$ cat src/rtl/led_array_arbiter.sv
// Round-robin owner arbiter for the shared user LED array.
// Define LED_ARB_TIMEOUT_EN to enable hold-timeout preemption.
module led_array_arbiter #(
   parameter int               NUM_REQ      = 4,
   parameter int               LED_W        = 8,
   parameter int               HOLD_MAX     = 1024,
   parameter logic [LED_W-1:0] IDLE_PATTERN = '0,
   localparam int              OW = (NUM_REQ > 1) ? $clog2(NUM_REQ) : 1
) (
   input  logic                     clk,
   input  logic                     reset,
   input  logic [NUM_REQ-1:0]       req,
   input  logic [NUM_REQ*LED_W-1:0] pattern,
   output logic [NUM_REQ-1:0]       grant,
   output logic [OW-1:0]            owner,
   output logic                     busy,
   output logic                     preempt,
   output logic [LED_W-1:0]         led
);

   typedef enum logic {IDLE, GRANT} state_t;

   state_t             state, state_nx;
   logic [OW-1:0]      ptr, ptr_nx;
   logic [OW-1:0]      owner_nx;
   logic [OW-1:0]      win;
   logic [OW-1:0]      cand;
   logic               win_vld;
   logic [NUM_REQ-1:0] grant_nx;
   logic               busy_nx;
   logic [LED_W-1:0]   led_nx;
   logic [LED_W-1:0]   sel;
   logic               release_req;

`ifdef LED_ARB_TIMEOUT_EN
   localparam int            CW       = $clog2(HOLD_MAX);
   localparam logic [CW-1:0] CNT_LAST = CW'(HOLD_MAX - 1);

   logic [CW-1:0] cnt, cnt_nx;
   logic          preempt_nx;
   logic          timeout;
`endif

   // first requester after the pointer, wrapping around
   always_comb begin
      win     = '0;
      win_vld = 1'b0;
      cand    = '0;
      for (int i = 1; i <= NUM_REQ; i++) begin
         cand = OW'((int'(ptr) + i) % NUM_REQ);
         if (!win_vld && req[cand]) begin
            win     = cand;
            win_vld = 1'b1;
         end
      end
   end

   // pattern of the current owner
   always_comb begin
      sel = '0;
      for (int i = 0; i < NUM_REQ; i++) begin
         if (owner == OW'(i)) sel = pattern[i*LED_W +: LED_W];
      end
   end

   assign release_req = ~|(req & grant);

`ifdef LED_ARB_TIMEOUT_EN
   assign timeout = (cnt == CNT_LAST) && (|(req & ~grant));
`endif

   // next-state and registered-output logic
   always_comb begin
      state_nx = state;
      grant_nx = grant;
      owner_nx = owner;
      busy_nx  = busy;
      ptr_nx   = ptr;
      led_nx   = led;
`ifdef LED_ARB_TIMEOUT_EN
      cnt_nx     = cnt;
      preempt_nx = 1'b0;
`endif
      unique case (state)
         IDLE: begin
            led_nx = IDLE_PATTERN;
            if (win_vld) begin
               grant_nx = NUM_REQ'(1) << win;
               owner_nx = win;
               busy_nx  = 1'b1;
               ptr_nx   = win;
               state_nx = GRANT;
`ifdef LED_ARB_TIMEOUT_EN
               cnt_nx   = '0;
`endif
            end
         end
         GRANT: begin
            led_nx = sel;
            if (release_req) begin
               grant_nx = '0;
               busy_nx  = 1'b0;
               state_nx = IDLE;
            end
`ifdef LED_ARB_TIMEOUT_EN
            else if (timeout) begin
               grant_nx   = '0;
               busy_nx    = 1'b0;
               preempt_nx = 1'b1;
               state_nx   = IDLE;
            end else if (cnt != CNT_LAST) begin
               cnt_nx = cnt + 1'b1;
            end
`endif
         end
         default: state_nx = IDLE;
      endcase
   end

   // state and output registers
   always_ff @(posedge clk or negedge reset) begin
      if (!reset) begin
         state <= IDLE;
         grant <= '0;
         owner <= '0;
         busy  <= 1'b0;
         ptr   <= OW'(NUM_REQ - 1);
         led   <= IDLE_PATTERN;
      end else begin
         state <= state_nx;
         grant <= grant_nx;
         owner <= owner_nx;
         busy  <= busy_nx;
         ptr   <= ptr_nx;
         led   <= led_nx;
      end
   end

`ifdef LED_ARB_TIMEOUT_EN
   // hold counter and preemption pulse
   always_ff @(posedge clk or negedge reset) begin
      if (!reset) begin
         cnt     <= '0;
         preempt <= 1'b0;
      end else begin
         cnt     <= cnt_nx;
         preempt <= preempt_nx;
      end
   end
`else
   assign preempt = 1'b0;
`endif

endmodule

$ cat config.mk
export PLATFORM = sky130hd
export DESIGN_NAME = led_array_arbiter
export DESIGN_NICKNAME = d
export VERILOG_FILES = /design/src/rtl/led_array_arbiter.sv
export SDC_FILE = /design/constraint.sdc
export NUM_CORES = 1
export LEC_CHECK = 0
export BUFFER_PORTS_ARGS = -buffer_cell sky130_fd_sc_hd__buf_4
export CAP_MARGIN = 20
export CORE_MARGIN = 2
export CORE_UTILIZATION = 36
export DETAILED_ROUTE_END_ITERATION = 8
export PLACE_DENSITY = 0.67
export SKIP_LAST_GASP = 1
export SLEW_MARGIN = 20
export SYNTH_ARGS = -nofsm -noshare
export SYNTH_HDL_FRONTEND = slang
export SYNTH_SLANG_ARGS = --single-unit
$ cat constraint.sdc
create_clock -name clk -period 4.1 [get_ports clk]
set_input_delay 0.82 -clock clk [delete_from_list [all_inputs] [get_ports clk]]
set_output_delay 0.82 -clock clk [all_outputs]
set_load 0.02 [all_outputs]
==> results of run 1 <==
[report_power, final]
| group | leakage, nW | internal [mW] | switching [mW] | total (mW) |
|---|---|---|---|---|
| sequential | 0.222 | 0.262 | 0.0908 | 0.353 |
| combinational | 0.426 | 0.258 | 0.208 | 0.467 |
| clock | 0.0138 | 0.0342 | 0.0492 | 0.0833 |
[how the worst min path moves through the flow]
stage,slack [ns],cells past startpoint,to,start
5_1_grt,0.38,1,grant[1],reset
6_report,0.38,1,led[7],reset
4_1_cts,0.38,1,led[7],reset
3_3_place_gp,0.47,2,busy,busy
3_5_place_dp,0.48,2,busy,busy
2_1_floorplan,0.48,2,ptr[1],ptr[1]
[registers in the layout, indices dropped and copies added, names as in the netlist]
signal / count
busy: 1
grant: 4
led: 8
owner: 2
ptr: 2
state: 1
[per-stage QoR]
stage          hold WS (ns)  instances  power (mW)
2_1_floorplan         0.475         75       0.663
4_1_cts               0.383        155       0.914
6_report              0.379        155       0.903
3_5_place_dp          0.475        152       0.830
5_1_grt               0.379        155       0.970
3_3_place_gp          0.474        152       0.823
[cell type report]
class	count	area, um2
tap	30	37.5
multi-input combinational	51	474
timing repair buffer	52	390
fill	226	1120
sequential	18	453
inverter	1	3.75
clock buffer	3	22.5
[layer usage]
layer | global-route usage, % | wire (um) | vias to the layer above
met3 | 1.40 | 100 | 4
li1 | - | - | 375
met2 | 25.7 | 1120 | 26
met4 | 8.36 | 42 | 0
met5 | 0 | 0 | -
met1 | 21.0 | 1000 | 389
[cells by family (layout without fill, tap and decap cells)]
kind of cell | Yosys count | after routing
buffers and inverters | 6 | 56
other | 1 | 1
muxes | 11 | 11
and+or+nand+nor | 28 | 28
AOI/OAI and AO/OA | 11 | 11
DFF | 18 | 18
[cells in the final DEF (no fill, tap or decap), drive strengths merged, types with 3 or more instances in the layout]
cell type,n
mux4,8
clkbuf,3
nand2b,4
and2,8
nand2,7
dfrtp,16
nand3,3
buf,52
==> impl_metrics.tcl, run 1 <==
set metrics [dict create \
    period_needed_ns 2.04 \
    path_buf_inv 1 \
    pin_count 54 \
    async_reset_ff_share_pct 100 \
    synth_area_um2 962 \
    yosysMostFrequentCell "dfrtp_1" \
    nNetsFinal 165 \
    place.gp.congestion 0.833 \
    synth_seq_area_share_pct 47.1 \
    synth-edff-count 0 \
    cts_resized 0 \
    cpPeakStageDelay_ns 0.69 \
    hpwl_mm 1.83 \
    maxCapViolations 0 \
    overflow 0 \
    syn_to_final_growth_pct 43.6 \
    grtUsageTotal_pct 15.8 \
    yosysTopAreaCell "dfrtp_1" \
    leakagePower_nw 0.662 \
    ir_worst_vdd_mv 0.318 \
    hold_path.class "in2async" \
    post-cts-setup-buffer-count 0 \
    ctsHoldBuffers 0 \
    maxSlewHeadroom_pct 64.1 \
    setup.worst_path.end "owner[0]" \
    cts.sinks 18 \
    wl_mm 2.27 \
    rows 18 \
    remaining_drc_errors 0 \
    cp.depth 1 \
    synth.top_cell.area_share_pct 41.6 \
    die_h_um 55.7 \
    synth_cell_type_count 31 \
    yosys-top-cells-count "dfrtp_1, and2_1, mux4_2" \
    die_x_um 55.7 \
    synthCells 75 \
    cp-start-kind "flip-flop" \
    r2r_start "owner[0]" \
    placed_cell_area_um2 1360 \
    tns_ns 0 \
    cp.required_ns 3.28 \
    grt_pass1_wl_mm 3.82 \
    avgSynthCellArea_um2 12.8 \
    synthMuxAreaShare_pct 22.5 \
    clock_latency_ns 0.29 \
    post-route-util_pct 55.3 \
    htreeDepth 1 \
    fmax_ghz 0.490 \
    synth_top_family_by_area "multiplexers" \
    synth-adder-area-share_pct 0 \
    setup_viol 0 \
    drt_iter0_drc 21 \
    drive_gt1_share_pct 56.0 \
    grt_setup_unrepaired "no" \
    design_area_um2 1380 \
    antenna_found_initial 0 \
    crit_path_start "owner[0]" \
    synth_xor_xnor_area_share_pct 0 \
    core_area_um2 2500 \
    reg2reg_slack_ns 2.54 \
    grt_start_max_net_pins 19 \
    period_share_pct 49.7 \
    crit_family "flip-flops" \
    synth_warnings 0 \
    dr.pass1.iters 4 \
    worstSetupPathType "reg2out" \
    synth_compound_area_share_pct 9.88 \
    via_per_inst 5.12 \
    die-area_um2 3100 \
    cts_tree "built" \
    antenna_left 0 \
    drv_slew 0 \
    final_hold_viol_count 0 \
    arrival_ns 1.22 \
    cp_max_fo 10 \
    cts_buffer_depth 2 \
    clockRootBuffer "clkbuf_4" \
    dp_slack_ns 2.15 \
    worstMarginPinSlew_ns 0.538 \
    wl_per_cell_um 14.6 \
    synth.ff_latch_count 18 \
    syn_nets 113 \
    worstSetupEndpointType "output pin" \
    power_density_nw_per_um2 654 \
    cts_buffers 3 \
    r2r_end "led[3]" \
    skew_ns 0.000898 \
    cp_cell_sequence "buf_4" \
    vias 794 \
    synthTopCellsByArea "dfrtp_1, mux4_2, dfstp_2, and2_1, nand2_1" \
    diodes 0 \
    io_buffers 52 \
    initial_core_util_pct 38.5 \
    synthSimpleGateAreaFrac_pct 16.5 \
    setup_ws_ns 2.06 \
    run_status "finished clean" \
    cp_slowest_cell "dfrtp_1" \
    synthFlopType "dfrtp_1" \
    r2r_cells 2 \
    grt_pass1_vias 839 \
    clk_pin_slew_ns 0.09 \
]
No activity file was read; power rests on OpenSTA's default activity.
==> run 2: changes to the inputs <==
--- a/config.mk
+++ b/config.mk
@@ -10,7 +10,7 @@
 export CORE_MARGIN = 2
 export CORE_UTILIZATION = 36
 export DETAILED_ROUTE_END_ITERATION = 8
-export PLACE_DENSITY = 0.67
+export PLACE_DENSITY = 0.7
 export SKIP_LAST_GASP = 1
 export SLEW_MARGIN = 20
 export SYNTH_ARGS = -nofsm -noshare
==> constraint.sdc (replaced) <==
create_clock -name clk -period 1.83 [get_ports clk]
set_input_delay 0.366 -clock clk [delete_from_list [all_inputs] [get_ports clk]]
set_output_delay 0.366 -clock clk [all_outputs]
set_load 0.02 [all_outputs]
==> impl_metrics.tcl, run 2 (synthesis results as in run 1) <==
set metrics [dict create \
    top_regs "led (8), grant (4)" \
    drv_slew 0 \
    leakagePower_nw 0.674 \
    core_area_um2 2500 \
    overflow 0 \
    combPwrFrac_pct 49.6 \
    cts.sinks 18 \
    die_h_um 55.7 \
    clk_pin_slew_ns 0.11 \
    grt_pass1_wl_mm 4.15 \
    power_switching_mw 0.793 \
    cp_slowest_cell "dfrtp_1" \
    worstSetupEndpointType "output pin" \
    drt_iter0_drc 7 \
    rows 18 \
    place_inst 152 \
    maxSlewHeadroom_pct 64.0 \
    grt_start_max_net_pins 19 \
    vias 803 \
    seq_area_um2 453 \
    cts_buffer_depth 2 \
    final_hold_viol_count 0 \
    antenna_found_initial 0 \
    crit_family "flip-flops" \
    clock_latency_ns 0.30 \
    cpPeakStageDelay_ns 0.70 \
    htreeDepth 1 \
    initial_core_util_pct 38.5 \
    internal_power_mw 1.29 \
    worstMarginPinSlew_ns 0.540 \
    multi_input_area_um2 474 \
    antenna_left 0 \
    io_buffers 52 \
    ir_worst_vdd_mv 0.898 \
    die-area_um2 3100 \
    setup_viol 0 \
    power_density_nw_per_um2 1480 \
    reg2reg_slack_ns 0.30 \
    dr.pass1.iters 5 \
    hold_path.class "in2reg" \
    cp-start-kind "flip-flop" \
    power_frac_clock_pct 12.1 \
    wl_mm 2.43 \
    period_share_pct 87.6 \
    cts_tree "built" \
    arrival_ns 1.24 \
    diodes 0 \
    remaining_drc_errors 0 \
    cp.required_ns 1.46 \
    wl_per_cell_um 15.5 \
    grt_setup_unrepaired "no" \
    clockRootBuffer "clkbuf_4" \
    grt_pass1_vias 881 \
    top_register "led" \
    largest_register_ffs 8 \
    cts_buffers 3 \
    cts_resized 0 \
    post-cts-setup-buffer-count 0 \
    tns_ns 0 \
    p_seq_share_pct 38.2 \
    mostFrequentLayoutCells "buf_4, dfrtp_1, mux4_2, and2_1, nand2_1" \
    pin_count 54 \
    place.gp.congestion 0.838 \
    hpwl_mm 1.93 \
    die_x_um 55.7 \
    period_needed_ns 1.60 \
    via_per_inst 5.11 \
    stdcell_count 157 \
    skew_ns 0.00486 \
    run_status "finished clean" \
    grtUsageTotal_pct 17.2 \
    drive_gt1_share_pct 55.9 \
    layout_commonest_cell "buf_4" \
    fill_cells 210 \
    switching_share_pct 38.1 \
    path_buf_inv 1 \
    cp_cell_sequence "buf_4" \
    nNetsFinal 166 \
    worstSetupPathType "reg2out" \
    syn_to_final_growth_pct 46.0 \
    cp_max_fo 10 \
    fmax_ghz 0.624 \
    maxCapViolations 0 \
]
[run 2: cell count changes in the layout (fill, tap and decap cells not counted)]
cell           previous run  this run
clkbuf_8                  0         1
dlygate4sd3_1             0         1
[run 2: final timing paths]
check                      startpoint  cells after the start       end
min reg2reg                      busy                      2      busy
max reg2reg                  owner[0]                      2    led[0]
max                          owner[0]                      1  owner[0]
min                            req[2]                      3     state
max in group asynchronous       reset                      2    ptr[1]
min in group asynchronous       reset                      2    led[0]
[run 2: final cells by class]
type / count / share of cell area, %
tap: 30 / 2.67
inverter: 1 / 0.267
timing repair buffer: 53 / 28.5
sequential: 18 / 32.2
multi-input combinational: 51 / 33.7
clock buffer: 4 / 2.58
[run 2: per-layer routing]
metal / routed length [um] / global-route usage [%]
met1: 931 / 18.9
met2: 1390 / 31.0
met3: 85 / 4.65
met4: 19 / 7.32
met5: 0 / 0
[run 2: power groups by stage]
stage / registers (mW) / logic (mW) / clock network, mW
after floorplan: 0.851 / 0.635 / 0
after global placement: 0.799 / 1.03 / 0
after detailed placement: 0.810 / 1.04 / 0
after CTS: 0.803 / 1.04 / 0.260
after global routing: 0.826 / 1.11 / 0.280
final: 0.795 / 1.03 / 0.253
[run 2: what timing repair did]
action                                 4_1_cts  5_1_grt
endpoints found under the hold margin       16        0
setup endpoints to repair                    0        0
hold buffers                                 1        0
[run 2: stage by stage]
step                      hold slack [ns]  utilization, %  power [mW]  setup slack, ns  cell area [um2]
after floorplan                    0.0704               -        1.49            0.324              962
after global placement              0.244            54.4        1.83            0.320             1360
after detailed placement            0.247            54.4        1.85            0.279             1360
after CTS                           0.408            56.2        2.11            0.181             1410
after global routing                0.419            56.2        2.22            0.104             1410
final                               0.413            56.2        2.08            0.227             1410
==> run 3: changes to the inputs <==
--- a/config.mk
+++ b/config.mk
@@ -5,12 +5,13 @@
 export SDC_FILE = /design/constraint.sdc
 export NUM_CORES = 1
 export LEC_CHECK = 0
-export BUFFER_PORTS_ARGS = -buffer_cell sky130_fd_sc_hd__buf_4
+export BUFFER_PORTS_ARGS = -buffer_cell sky130_fd_sc_hd__buf_2
 export CAP_MARGIN = 20
 export CORE_MARGIN = 2
 export CORE_UTILIZATION = 36
 export DETAILED_ROUTE_END_ITERATION = 8
 export PLACE_DENSITY = 0.7
+export RECOVER_POWER = 100
 export SKIP_LAST_GASP = 1
 export SLEW_MARGIN = 20
 export SYNTH_ARGS = -nofsm -noshare
==> impl_metrics.tcl, run 3 (synthesis results as in run 1) <==
set metrics [dict create \
    run_status "finished clean" \
    die_x_um 55.7 \
    core_area_um2 2500 \
    antenna_found_initial 0 \
    cp.depth 4 \
    diodes 0 \
    skew_ns 0.00563 \
    top_regs "led (8), grant (4)" \
    cts_buffer_depth 2 \
    maxCapViolations 0 \
    placed_cell_area_um2 1230 \
    initial_core_util_pct 38.5 \
    via_per_inst 5.10 \
    r2r_end "owner[0]" \
    period_needed_ns 1.61 \
    drive_gt1_share_pct 40.2 \
    internal_power_mw 1.12 \
    combPwrFrac_pct 46.2 \
    grt_setup_unrepaired "no" \
    grt_start_max_net_pins 19 \
    holdWs_ns 0.491 \
    reg2reg_slack_ns 0.22 \
    worstSetupPathType "reg2reg" \
    mostFrequentLayoutCells "buf_2, dfrtp_1, clkbuf_1" \
    post-route-util_pct 49.6 \
    hold_depth 2 \
    top_register "led" \
    htreeDepth 1 \
    hold_start "busy" \
    stdcell_count 157 \
    antenna_left 0 \
    cts_resized 0 \
    grt_pass1_vias 870 \
    place_inst 152 \
    dp_slack_ns 0.283 \
    fill_cells 249 \
    design_area_um2 1240 \
    cp_max_fo 7 \
    drv_slew 0 \
    clock_latency_ns 0.28 \
    largest_register_ffs 8 \
    fmax_ghz 0.619 \
    ctsHoldBuffers 1 \
    cp_slowest_cell "dfstp_1" \
    hold_path.class "reg2reg" \
    cp-start-kind "flip-flop" \
    dr.pass1.iters 4 \
    path_buf_inv 0 \
    r2r_cells 4 \
    worstSetupEndpointType "flip-flop" \
    die_h_um 55.7 \
    nNetsFinal 166 \
    io_buffers 52 \
    r2r_start "ptr[1]" \
    maxSlewHeadroom_pct 36.7 \
    clockRootBuffer "clkbuf_4" \
    cts.sinks 18 \
    grtUsageTotal_pct 16.0 \
    worstMarginPinSlew_ns 0.950 \
    cpPeakStageDelay_ns 0.65 \
    arrival_ns 1.78 \
    ir_worst_vdd_mv 0.671 \
    tns_ns 0 \
    vias 800 \
    setup_viol 0 \
    die-area_um2 3100 \
    cp_cell_sequence "mux2i_1 -> o22a_1 -> o21ai_1 -> mux2_1" \
    wl_per_cell_um 14.6 \
    rows 18 \
    crit_family "flip-flops" \
    drt_iter0_drc 11 \
    setup_ws_ns 0.216 \
    min_to "busy" \
    period_share_pct 88.2 \
    cts_tree "built" \
    cp.required_ns 2.00 \
    finalPower_mw 1.90 \
    wl_mm 2.30 \
    post-cts-setup-buffer-count 0 \
    layout_commonest_cell "buf_2" \
    cts_buffers 3 \
    clk_pin_slew_ns 0.10 \
    overflow 0 \
    syn_to_final_growth_pct 29.0 \
    hpwl_mm 1.83 \
    place.gp.congestion 0.812 \
    leakagePower_nw 0.571 \
    switching_share_pct 40.8 \
    remaining_drc_errors 0 \
    p_seq_share_pct 41.3 \
    power_switching_mw 0.773 \
    final_hold_viol_count 0 \
    power_density_nw_per_um2 1530 \
    pin_count 54 \
    power_frac_clock_pct 12.5 \
    grt_pass1_wl_mm 3.95 \
]
==> run 3: cell types whose count changed in the layout (fill, tap and decap cells not counted), sizes merged <==
cell / previous run / this run
buf: 52 / 36
clkbuf: 4 / 20
==> run 3: how the worst max path moves through the flow <==
stage,startpoint,to
after floorplan,owner[0],led[0]
after global placement,owner[0],led[5]
after detailed placement,owner[0],led[6]
after CTS,owner[0],owner[0]
after global routing,owner[0],owner[0]
final,ptr[1],owner[0]
==> run 3: layout make-up <==
type | count | area [um2] | area share (%)
repair buffers | 53 | 250 | 20.2
flip-flops and latches | 18 | 453 | 36.5
clock buffers | 4 | 36.3 | 2.92
multi-input cells | 51 | 460 | 37.1
inverters | 1 | 3.75 | 0.302
well taps | 30 | 37.5 | 3.02
==> run 3: routing by layer <==
metal | track usage [%] | up-vias | share of wire (%)
met2 | 29.1 | 19 | 55
met3 | 3.49 | 2 | 3.4
met5 | 0 | - | 0
met1 | 18.5 | 401 | 41
li1 | - | 378 | -
met4 | 5.23 | 0 | 0.74
==> run 3: power groups by stage <==
| stage | Clock (mW) | Sequential (mW) | Combinational (mW) |
|---|---|---|---|
| final | 0.238 | 0.783 | 0.876 |
| after global routing | 0.267 | 0.821 | 0.956 |
| after CTS | 0.250 | 0.786 | 0.954 |
| after detailed placement | 0 | 0.797 | 0.949 |
| after global placement | 0 | 0.789 | 0.928 |
| after floorplan | 0 | 0.851 | 0.635 |
==> run 3: worst reg2reg max path, stage by stage, from the launching register on <==
cell	delay, ns
dfstp_1	0.65
mux2i_1	0.22
o22a_1	0.15
o21ai_1	0.15
mux2_1	0.34
